[src/rtl/regfile_writeback_buffer_pkg.sv]
// Processor constants shared by the register-file writeback path.
// Also holds the (rd, data) entry type that the writeback FIFO stores.
package regfile_writeback_buffer_pkg;

  localparam int REG_ADDR_W = 5;
  localparam int DATA_W     = 32;
  localparam int REG_COUNT  = 32;

  typedef logic [REG_ADDR_W-1:0] reg_addr_t;
  typedef logic [DATA_W-1:0]     reg_data_t;

  typedef struct packed {
    reg_addr_t rd;
    reg_data_t data;
  } wb_entry_t;

  // Register 0 is hardwired, so it is never stored and never forwarded.
  function automatic logic addr_writable(input reg_addr_t addr);
    return addr != '0;
  endfunction

endpackage

[src/rtl/regfile_writeback_buffer_if.sv]
// Writeback request channel from the execute/memory stages into the buffer.
// hold travels with the request so the producer side can stall draining.
interface regfile_writeback_buffer_if;
  import regfile_writeback_buffer_pkg::*;

  logic      wb_valid;
  logic      wb_ready;
  reg_addr_t wb_rd;
  reg_data_t wb_data;
  logic      hold;

  modport master (
    output wb_valid,
    output wb_rd,
    output wb_data,
    output hold,
    input  wb_ready
  );

  modport slave (
    input  wb_valid,
    input  wb_rd,
    input  wb_data,
    input  hold,
    output wb_ready
  );

endinterface

[src/rtl/regfile_writeback_buffer_forward_mux.sv]
// Combinational read forwarding for one register-file read port.
// The newest queued entry wins, then the write-port stage, then the raw RF data.
module regfile_forward_mux
  import regfile_writeback_buffer_pkg::*;
#(
  parameter  int DEPTH = 4,
  localparam int PW    = $clog2(DEPTH),
  localparam int CW    = $clog2(DEPTH) + 1
) (
  input  wb_entry_t [DEPTH-1:0] entries,
  input  logic      [PW-1:0]    head,
  input  logic      [CW-1:0]    count,
  input  logic                  out_we,
  input  reg_addr_t             out_rw,
  input  reg_data_t             out_busw,
  input  reg_addr_t             addr,
  input  reg_data_t             rf_data,
  output reg_data_t             fwd_data
);

  logic [PW-1:0] slot;

  // Walk oldest to newest so a later (younger) match overrides an earlier one.
  always_comb begin
    fwd_data = rf_data;
    slot     = '0;
    if (addr_writable(addr)) begin
      if (out_we && (out_rw == addr)) begin
        fwd_data = out_busw;
      end
      for (int i = 0; i < DEPTH; i++) begin
        slot = head + PW'(i);
        if ((CW'(i) < count) && (entries[slot].rd == addr)) begin
          fwd_data = entries[slot].data;
        end
      end
    end
  end

endmodule

[src/rtl/regfile_writeback_buffer.sv]
// Write-side master for the 32x32 register file: queues writeback requests,
// drains one per cycle into RW/BusW, and forwards pending values to BusA/BusB.
module regfile_writeback_buffer
  import regfile_writeback_buffer_pkg::*;
#(
  parameter  int DEPTH = 4,
  localparam int CW    = $clog2(DEPTH) + 1
) (
  input  logic                         clock,
  input  logic                         reset,
  regfile_writeback_buffer_if.slave    wb,
  output reg_addr_t                    RW,
  output reg_data_t                    BusW,
  output logic                         sig_enable_write,
  input  reg_addr_t                    RA,
  input  reg_addr_t                    RB,
  input  reg_data_t                    BusA_rf,
  input  reg_data_t                    BusB_rf,
  output reg_data_t                    BusA,
  output reg_data_t                    BusB,
  output logic      [CW-1:0]           count,
  output logic                         empty,
  output logic                         full
);

  localparam int PW = $clog2(DEPTH);

  wb_entry_t [DEPTH-1:0] fifo_mem;
  logic      [PW-1:0]    head;
  logic      [PW-1:0]    tail;
  logic                  accept;
  logic                  push;
  logic                  pop;

  assign empty       = (count == '0);
  assign full        = (count == CW'(DEPTH));
  assign wb.wb_ready = !full;

  // A request to r0 completes the handshake but is dropped instead of queued.
  assign accept = wb.wb_valid && wb.wb_ready;
  assign push   = accept && addr_writable(wb.wb_rd);
  assign pop    = !wb.hold && !empty;

  // Occupancy is tracked directly; pointer difference cannot tell full from empty.
  always_ff @(posedge clock or posedge reset) begin
    if (reset) begin
      head  <= '0;
      tail  <= '0;
      count <= '0;
    end else begin
      if (push) begin
        tail <= tail + PW'(1);
      end
      if (pop) begin
        head <= head + PW'(1);
      end
      count <= count + CW'(push) - CW'(pop);
    end
  end

  always_ff @(posedge clock) begin
    if (push) begin
      fifo_mem[tail].rd   <= wb.wb_rd;
      fifo_mem[tail].data <= wb.wb_data;
    end
  end

  // Write port keeps its last RW/BusW when idle; only the enable drops.
  always_ff @(posedge clock or posedge reset) begin
    if (reset) begin
      RW               <= '0;
      BusW             <= '0;
      sig_enable_write <= 1'b0;
    end else if (pop) begin
      RW               <= fifo_mem[head].rd;
      BusW             <= fifo_mem[head].data;
      sig_enable_write <= 1'b1;
    end else begin
      sig_enable_write <= 1'b0;
    end
  end

  regfile_forward_mux #(
    .DEPTH (DEPTH)
  ) u_forward_a (
    .entries  (fifo_mem),
    .head     (head),
    .count    (count),
    .out_we   (sig_enable_write),
    .out_rw   (RW),
    .out_busw (BusW),
    .addr     (RA),
    .rf_data  (BusA_rf),
    .fwd_data (BusA)
  );

  regfile_forward_mux #(
    .DEPTH (DEPTH)
  ) u_forward_b (
    .entries  (fifo_mem),
    .head     (head),
    .count    (count),
    .out_we   (sig_enable_write),
    .out_rw   (RW),
    .out_busw (BusW),
    .addr     (RB),
    .rf_data  (BusB_rf),
    .fwd_data (BusB)
  );

endmodule

[src/flat_wrapper.sv]
// flat-port wrapper written by rule: the top's interface ports become plain ports
module regfile_writeback_buffer_flat import regfile_writeback_buffer_pkg::*;
#(
  parameter  int DEPTH = 4,
  localparam int CW    = $clog2(DEPTH) + 1
)
  (clock, reset, RW, BusW, sig_enable_write, RA, RB, BusA_rf, BusB_rf, BusA, BusB, count, empty, full, wb_wb_valid, wb_wb_rd, wb_wb_data, wb_hold, wb_wb_ready);
  regfile_writeback_buffer_if wb_i ();
  input  logic clock;
  input  logic reset;
  output reg_addr_t RW;
  output reg_data_t BusW;
  output logic sig_enable_write;
  input  reg_addr_t RA;
  input  reg_addr_t RB;
  input  reg_data_t BusA_rf;
  input  reg_data_t BusB_rf;
  output reg_data_t BusA;
  output reg_data_t BusB;
  output logic      [CW-1:0] count;
  output logic empty;
  output logic full;
  input wire logic [$bits(wb_i.wb_valid)-1:0] wb_wb_valid;
  input wire logic [$bits(wb_i.wb_rd)-1:0] wb_wb_rd;
  input wire logic [$bits(wb_i.wb_data)-1:0] wb_wb_data;
  input wire logic [$bits(wb_i.hold)-1:0] wb_hold;
  output wire logic [$bits(wb_i.wb_ready)-1:0] wb_wb_ready;
  assign wb_i.wb_valid = wb_wb_valid;
  assign wb_i.wb_rd = wb_wb_rd;
  assign wb_i.wb_data = wb_wb_data;
  assign wb_i.hold = wb_hold;
  assign wb_wb_ready = wb_i.wb_ready;
  regfile_writeback_buffer #(.DEPTH(DEPTH)) u_core (.clock(clock), .reset(reset), .wb(wb_i), .RW(RW), .BusW(BusW), .sig_enable_write(sig_enable_write), .RA(RA), .RB(RB), .BusA_rf(BusA_rf), .BusB_rf(BusB_rf), .BusA(BusA), .BusB(BusB), .count(count), .empty(empty), .full(full));
endmodule
[config.mk]
export PLATFORM = sky130hd
export DESIGN_NAME = regfile_writeback_buffer_flat
export DESIGN_NICKNAME = d
export VERILOG_FILES = /design/src/rtl/regfile_writeback_buffer_pkg.sv /design/src/rtl/regfile_writeback_buffer_if.sv /design/src/rtl/regfile_writeback_buffer_forward_mux.sv /design/src/rtl/regfile_writeback_buffer.sv /design/src/flat_wrapper.sv
export SDC_FILE = /design/constraint.sdc
export NUM_CORES = 1
export LEC_CHECK = 0
export CAP_MARGIN = 20
export CORE_AREA = 2 2 178 180
export CTS_BUF_LIST = sky130_fd_sc_hd__clkbuf_2 sky130_fd_sc_hd__clkbuf_4 sky130_fd_sc_hd__clkbuf_8
export DETAILED_ROUTE_END_ITERATION = 6
export DIE_AREA = 0 0 180 182
export GPL_TIMING_DRIVEN = 0
export PLACE_DENSITY = 0.74
export SLEW_MARGIN = 10
export SYNTH_ARGS = -nofsm -noshare
export SYNTH_HDL_FRONTEND = slang
export SYNTH_SLANG_ARGS = --single-unit
export TNS_END_PERCENT = 100
[constraint.sdc]
create_clock -name clock -period 6.55 [get_ports clock]
set_input_delay 0.9825 -clock clock [delete_from_list [all_inputs] [get_ports clock]]
set_output_delay 0.9825 -clock clock [all_outputs]
set_load 0.01 [all_outputs]
==> results.md, run 1 <==
* Yosys warns at 0
* Clk slew on worst S/H paths at 0.12 ns
* Detailed Route WL at 56,600 microns
* Worst Tran Pin Value at 1.02 ns
* Initial antenna violation count at 1
* Total die area at 32,800 sq um
* Register bit count reported by yosys at 193
* Die width at 180 microns
* Clock buffer depth at 2
* Reg-to-reg endpoint: u_core.count[2]
* Number of port buffers at 212
* Io pins at 223
* CP Launch Point: u_core.head[1]
* Sw Pwr at 3.96 mW
* Layout cells sized above 1 at 16.1%
* Root Buffer: clkbuf_8
* Placed insts at 2,152
* Core Box Area at 31,000 sq um
* Synth cell types at 50
* Synth Instances at 1,533
* Max-cap violations at 0
* Crit path time final at 5.88 ns
* Synthesized-area fraction occupied by adder cells at 0.789%
* Post-Synth Simple-Gate Area at 15.7%
* Final critical-path share of the clock period at 89.8%
* WHS at 0.550 ns
* Worst min path class: reg2reg
* Max_slew headroom at 31.9%
* Met1 GRT Util at 49.4%
* Layout Cells excl Fill at 2,185
* Endpoints failing setup at 0
* DR iter-0 viols at 1,774
* WP data arrival at 4.90 ns
* Net Sw Frac at 47.7%
* TritonCTS clock tree: built
* CTS sink cnt at 193
* DR DRC count at 1
* XOR/XNOR share of the synthesized area at 2.99%
* Gr usage total at 33.9%
* Commonest non-fill, non-tap cell in the layout: clkdlybuf4s50_1
* Cts hold-fix bufs at 0
* Max IR drop VDD at 0.218 mV
* Critical Path Start Type: flip-flop
* DR pass1 iterations at 7
* Sequential cell area at 5570 sq um
* CTS Buf Count at 17
* DR WL/cell at 25.9 microns
* Worst Setup EP: BusA[6]
* Sequential share of power at 24.2%
* Die Ht at 182 microns
* Vias per cell at 6.17
* Clock share of power at 9.9%
* Worst r2r src: u_core.count[2]
* Clock Skew at 0.0273 ns
* # Post-CTS Setup Buffers at 0
* Fmax at 0.170 GHz
* GR Overflow Total at 0
* Max Slew Vio Count at 0
* Clock network latency to the later pin of the worst-skew pair at 0.53 ns
* RSZ-0062 raised after global routing: false
* Largest net degree at the start of global routing at 31
* Area taken by multi-input logic gates at 8950 sq um
* R2R depth at 10
* Via count at 13,500
* Compound-cell area share of the yosys netlist at 13.9%
* CP Class: reg2out
* Most frequent cells in the layout: clkdlybuf4s50_1, mux2i_1, nand2_1, edfxtp_1, mux2_2
* P&R area growth vs syn at 20.7%
* Antenna-violating nets left at 0
* R2R setup slack at 3.33 ns
* Part of the power in combinational logic at 65.9%
* Synth Flop Type: edfxtp_1
* Hold depth at 2
* Internal at 4.34 mW
* First-pass GRT wire length at 83,200 microns
* Seq/Total Area, Yosys at 36.6%
* Fillers at 2,678
* DP HPWL at 44,600 microns
* Cell area after synthesis at 15,200 sq um
* Net Count, Synth at 1,657
* Mux cell area share after synthesis at 25.4%
* CTS H-tree depth at 4
* M3 GR Usage at 9.63%
* Number of global-route vias before repair at 12,800
* Mean Syn Cell Area at 9.94 sq um
* Layout Nets at 1,893
* Outcome: complete, but fails checks
* Power Density at 451 nW/um^2
* Failing checks: DRC
* Post-synth EDFFs at 148
* Power, Total at 8.29 mW
* Final Hold Viols at 0
* Fin Setup TNS at 0 ns
* Worst Path Required at 5.57 ns
* Routability-driven placement congestion ratio at 1.03
* M2 GR Usage at 49.3%
* Largest family of logic cells by synthesized area: multiplexers
* Ys async rst share at 23.3%
* LEAKAGE at 6.89 nW
* CP max FO at 10
* CP Capture Type: output pin
* PostCTS Resize Cnt at 0
* Initial core utilization at 49.2%
* Busiest metal layer after global routing: met1
* Cell Rows at 65
==> cells by family (layout without fill, tap and decap cells) <==
| family | after synthesis | after routing |
|---|---|---|
| compound gates | 300 | 300 |
| flops | 193 | 193 |
| xor+xnor | 52 | 52 |
| other cells | 0 | 1 |
| simple gates | 493 | 493 |
| fa+ha+maj | 9 | 9 |
| mux | 341 | 341 |
| buf+inv | 145 | 394 |
==> worst max-delay path: stages, from the launching register on <==
cell             delay, ns
dfrtp_1               0.48
buf_2                 0.30
buf_4                 0.24
buf_4                 0.22
mux2i_1               0.23
xnor2_1               0.13
nor3_1                0.06
o21ai_1               0.78
clkbuf_1              0.59
a211oi_1              0.16
o31ai_1               0.53
clkdlybuf4s50_1       0.66
==> Yosys cell counts, types with 5 or more instances <==
master | instances | share of area, %
inv_1 | 12 | 0.30
buf_6 | 6 | 0.44
nor2_1 | 108 | 2.7
o31ai_2 | 27 | 2.2
nand2_1 | 167 | 4.1
a31o_2 | 5 | 0.29
buf_1 | 8 | 0.20
buf_2 | 35 | 1.2
a211oi_2 | 17 | 1.4
dfrtp_1 | 45 | 7.4
ha_1 | 8 | 0.66
nor4_1 | 6 | 0.25
mux4_1 | 11 | 1.9
xnor2_1 | 30 | 1.7
and3_1 | 27 | 1.1
o21ai_1 | 33 | 1.1
xor2_1 | 22 | 1.3
mux2_2 | 132 | 9.8
mux4_2 | 9 | 1.3
o211ai_1 | 7 | 0.35
o21ai_0 | 77 | 2.5
mux2i_1 | 188 | 12
edfxtp_1 | 148 | 29
a22oi_1 | 32 | 1.6
a31oi_1 | 27 | 1.1
o31ai_1 | 29 | 1.4
clkbuf_1 | 75 | 1.8
nor2b_1 | 32 | 1.3
a21o_1 | 6 | 0.30
a21oi_1 | 25 | 0.82
a211oi_1 | 10 | 0.49
and2_1 | 132 | 5.4
==> state kept, by name (all words and copies together), names as in the netlist <==
register                 count
u_core.tail                  2
u_core.count                 3
u_core.BusW                 32
u_core.RW                    5
u_core.head                  2
u_core.sig_enable_write      1
u_core.fifo_mem            148
==> worst min path at each step <==
stage,startpoint,to
after global routing,u_core.BusW[0],u_core.BusW[0]
final,u_core.BusW[9],u_core.BusW[9]
after CTS,u_core.BusW[9],u_core.BusW[9]
after global placement,u_core.BusW[7],u_core.BusW[7]
after floorplan,u_core.BusW[9],u_core.BusW[9]
after detailed placement,u_core.BusW[9],u_core.BusW[9]
==> stage by stage <==
stage               setup slack, ns  utilization [%]  instance area [sq um]
floorplan                      2.36                -                  15200
global placement              0.962             57.6                  17900
detailed placement            0.951             58.0                  18000
CTS                           0.805             59.3                  18400
global route                  0.507             59.3                  18400
finish                        0.668             59.3                  18400
==> area by class of cell <==
| type | count | share of cell area (%) |
|---|---|---|
| Clock inverter | 14 | 0.864 |
| Tap cell | 402 | 2.74 |
| Multi-Input combinational cell | 1195 | 48.7 |
| Antenna cell | 1 | 0.0136 |
| Inverter | 13 | 0.265 |
| Sequential cell | 193 | 30.3 |
| Timing Repair Buffer | 217 | 12.2 |
| Clock buffer | 18 | 1.31 |
| Buffer | 132 | 3.61 |
==> power groups by stage <==
stage	sequential (mW)	combinational, mW	clock [mW]
final	2.01	5.47	0.823
after global placement	2.01	5.17	0
after floorplan	1.97	3.15	0
after CTS	1.99	5.32	0.823
after detailed placement	2.02	5.29	0
after global routing	2.04	5.73	0.864
==> layer usage <==
| layer | share of wire, % | wire length [microns] | vias to the layer above |
|---|---|---|---|
| met2 | 41 | 23500 | 813 |
| met3 | 11 | 6230 | 88 |
| met4 | 2.5 | 1430 | 0 |
| met1 | 45 | 25400 | 6542 |
| met5 | 0 | 0 | - |
| li1 | - | - | 6040 |
(Power assumes the default switching activity.)
==> run 2: changes to the inputs <==
SLEW_MARGIN = 30   (was 10)
==> run 2 against run 1 <==
  * The run still ends with DRC left
  * Register-to-register slack got worse by 0.05 ns
  * First-iteration DRC count is 3.8% higher
  * Flip-flop and latch count unchanged
  * Core utilization increased by 0.085 points
  * Power grew 0.21%
  * Clock power grew 2.9%
  * Worst setup slack better by 0.064 ns
  * Sequential share of layout area about the same
  * Count of clock-buffer cells in the layout stayed put
  * Critical endpoint unchanged
  * Largest power group unchanged
==> results.md, run 2 (synthesis gave the netlist of run 1 again) <==
* CP Class: reg2out
* Max-cap violations at 0
* GR Overflow Total at 0
* Area taken by multi-input logic gates at 8950 sq um
* Endpoints failing setup at 0
* DR DRC count at 2
* Largest net degree at the start of global routing at 32
* Fmax at 0.172 GHz
* Fin Setup TNS at 0 ns
* CTS H-tree depth at 4
* Antenna-violating nets left at 0
* Layout cells sized above 1 at 16.1%
* Root Buffer: clkbuf_8
* Clock buffer depth at 2
* Routability-driven placement congestion ratio at 1.03
* Failing checks: DRC
* Pre-CTS WS at 0.943 ns
* Clk slew on worst S/H paths at 0.13 ns
* Initial core utilization at 49.2%
* Placed insts at 2,152
* Number of global-route vias before repair at 12,800
* Io pins at 223
* Vias per cell at 6.09
* # Post-CTS Setup Buffers at 0
* Worst Tran Pin Value at 1.02 ns
* Worst min path class: reg2reg
* Sequential cell area at 5570 sq um
* DP HPWL at 44,600 microns
* CP max FO at 10
* DR pass1 iterations at 7
* Layout Cells excl Fill at 2,186
* Max IR drop VDD at 0.260 mV
* Gr usage total at 34.1%
* DR iter-0 viols at 1,841
* Power Density at 451 nW/um^2
* Layout Nets at 1,893
* DR WL/cell at 25.8 microns
* WP data arrival at 4.84 ns
* Initial antenna violation count at 1
* Commonest non-fill, non-tap cell in the layout: clkdlybuf4s50_1
* P&R area growth vs syn at 20.9%
* Total die area at 32,800 sq um
* Final worst setup slack at 0.732 ns
* Cts hold-fix bufs at 0
* Max_slew headroom at 31.7%
* Outcome: complete, but fails checks
* Max reg flops at 148
* Clock network latency to the later pin of the worst-skew pair at 0.51 ns
* Clock Skew at 0.0256 ns
* PostCTS Resize Cnt at 0
* Most frequent cells in the layout: clkdlybuf4s50_1, mux2i_1, nand2_1, edfxtp_1, mux2_2
* Final critical-path share of the clock period at 88.8%
* LEAKAGE at 6.90 nW
* Crit path time final at 5.82 ns
* Fillers at 2,610
* TritonCTS clock tree: built
* Largest registers: u_core.fifo_mem (148), u_core.BusW (32), u_core.RW (5)
* Core Box Area at 31,000 sq um
* Critical Path Start Type: flip-flop
* WHS at 0.549 ns
* Die Ht at 182 microns
* Die width at 180 microns
* RSZ-0062 raised after global routing: false
* CP Capture Type: output pin
* First-pass GRT wire length at 83,400 microns
* Via count at 13,300
* Final Hold Viols at 0
* CTS sink cnt at 193
* Detailed Route WL at 56,500 microns
* Reg with most FFs: u_core.fifo_mem
* CTS Buf Count at 17
* Cell Rows at 65
* Max Slew Vio Count at 0
* Number of port buffers at 212
* Worst Path Required at 5.57 ns
==> run 2: worst paths after layout <==
| path | from | to | slack [ns] | depth (start not counted) |
|---|---|---|---|---|
| max | u_core.head[1] | BusA[6] | 0.73 | 11 |
| min | u_core.BusW[9] | u_core.BusW[9] | 0.55 | 2 |
| max reg2reg | u_core.count[2] | u_core.count[2] | 3.28 | 10 |
| min reg2reg | u_core.BusW[9] | u_core.BusW[9] | 0.55 | 2 |
| max in group asynchronous | reset | u_core.tail[1] | 5.34 | 3 |
| min in group asynchronous | reset | u_core.BusW[30] | 0.72 | 2 |
==> run 2: area by class of cell <==
cell class	count	share of cell area (%)
Multi-Input combinational cell	1195	48.6
Sequential cell	193	30.3
Timing Repair Buffer	217	12.2
Buffer	132	3.61
Tap cell	402	2.73
Clock buffer	18	1.31
Clock inverter	14	0.938
Inverter	13	0.279
Antenna cell	2	0.0272
==> run 2: routing by layer <==
| metal | track usage [%] | part of all wire, % | vias to the layer above |
|---|---|---|---|
| li1 | - | - | 6041 |
| met1 | 50.8 | 45 | 6409 |
| met2 | 49.2 | 42 | 793 |
| met3 | 8.74 | 11 | 71 |
| met4 | 8.72 | 2.2 | 0 |
| met5 | 0 | 0 | - |
==> run 2: critical path, cell delays in order, from the launching register on <==
cell and delay (ns):
dfrtp_1 0.48, buf_2 0.30, buf_4 0.23, buf_4 0.22, mux2i_1 0.23, xnor2_1 0.14, nor3_1 0.06, o21ai_1 0.77
clkbuf_1 0.58, a211oi_1 0.16, o31ai_1 0.51, clkdlybuf4s50_1 0.65
==> run 2: where the power goes <==
group / internal [mW] / switching, mW / total [mW]
Clock: 0.328 / 0.519 / 0.847
Sequential: 1.72 / 0.285 / 2.01
Combinational: 2.32 / 3.13 / 5.46
Total: 4.37 / 3.94 / 8.31
==> run 2: stage by stage <==
stage	utilization, %	total power [mW]	area [sq um]
4_1_cts	59.4	8.16	18400
6_report	59.4	8.31	18400
3_5_place_dp	58.1	7.31	18000
5_1_grt	59.4	8.66	18400
2_1_floorplan	-	5.12	15200
3_3_place_gp	57.6	7.19	17900
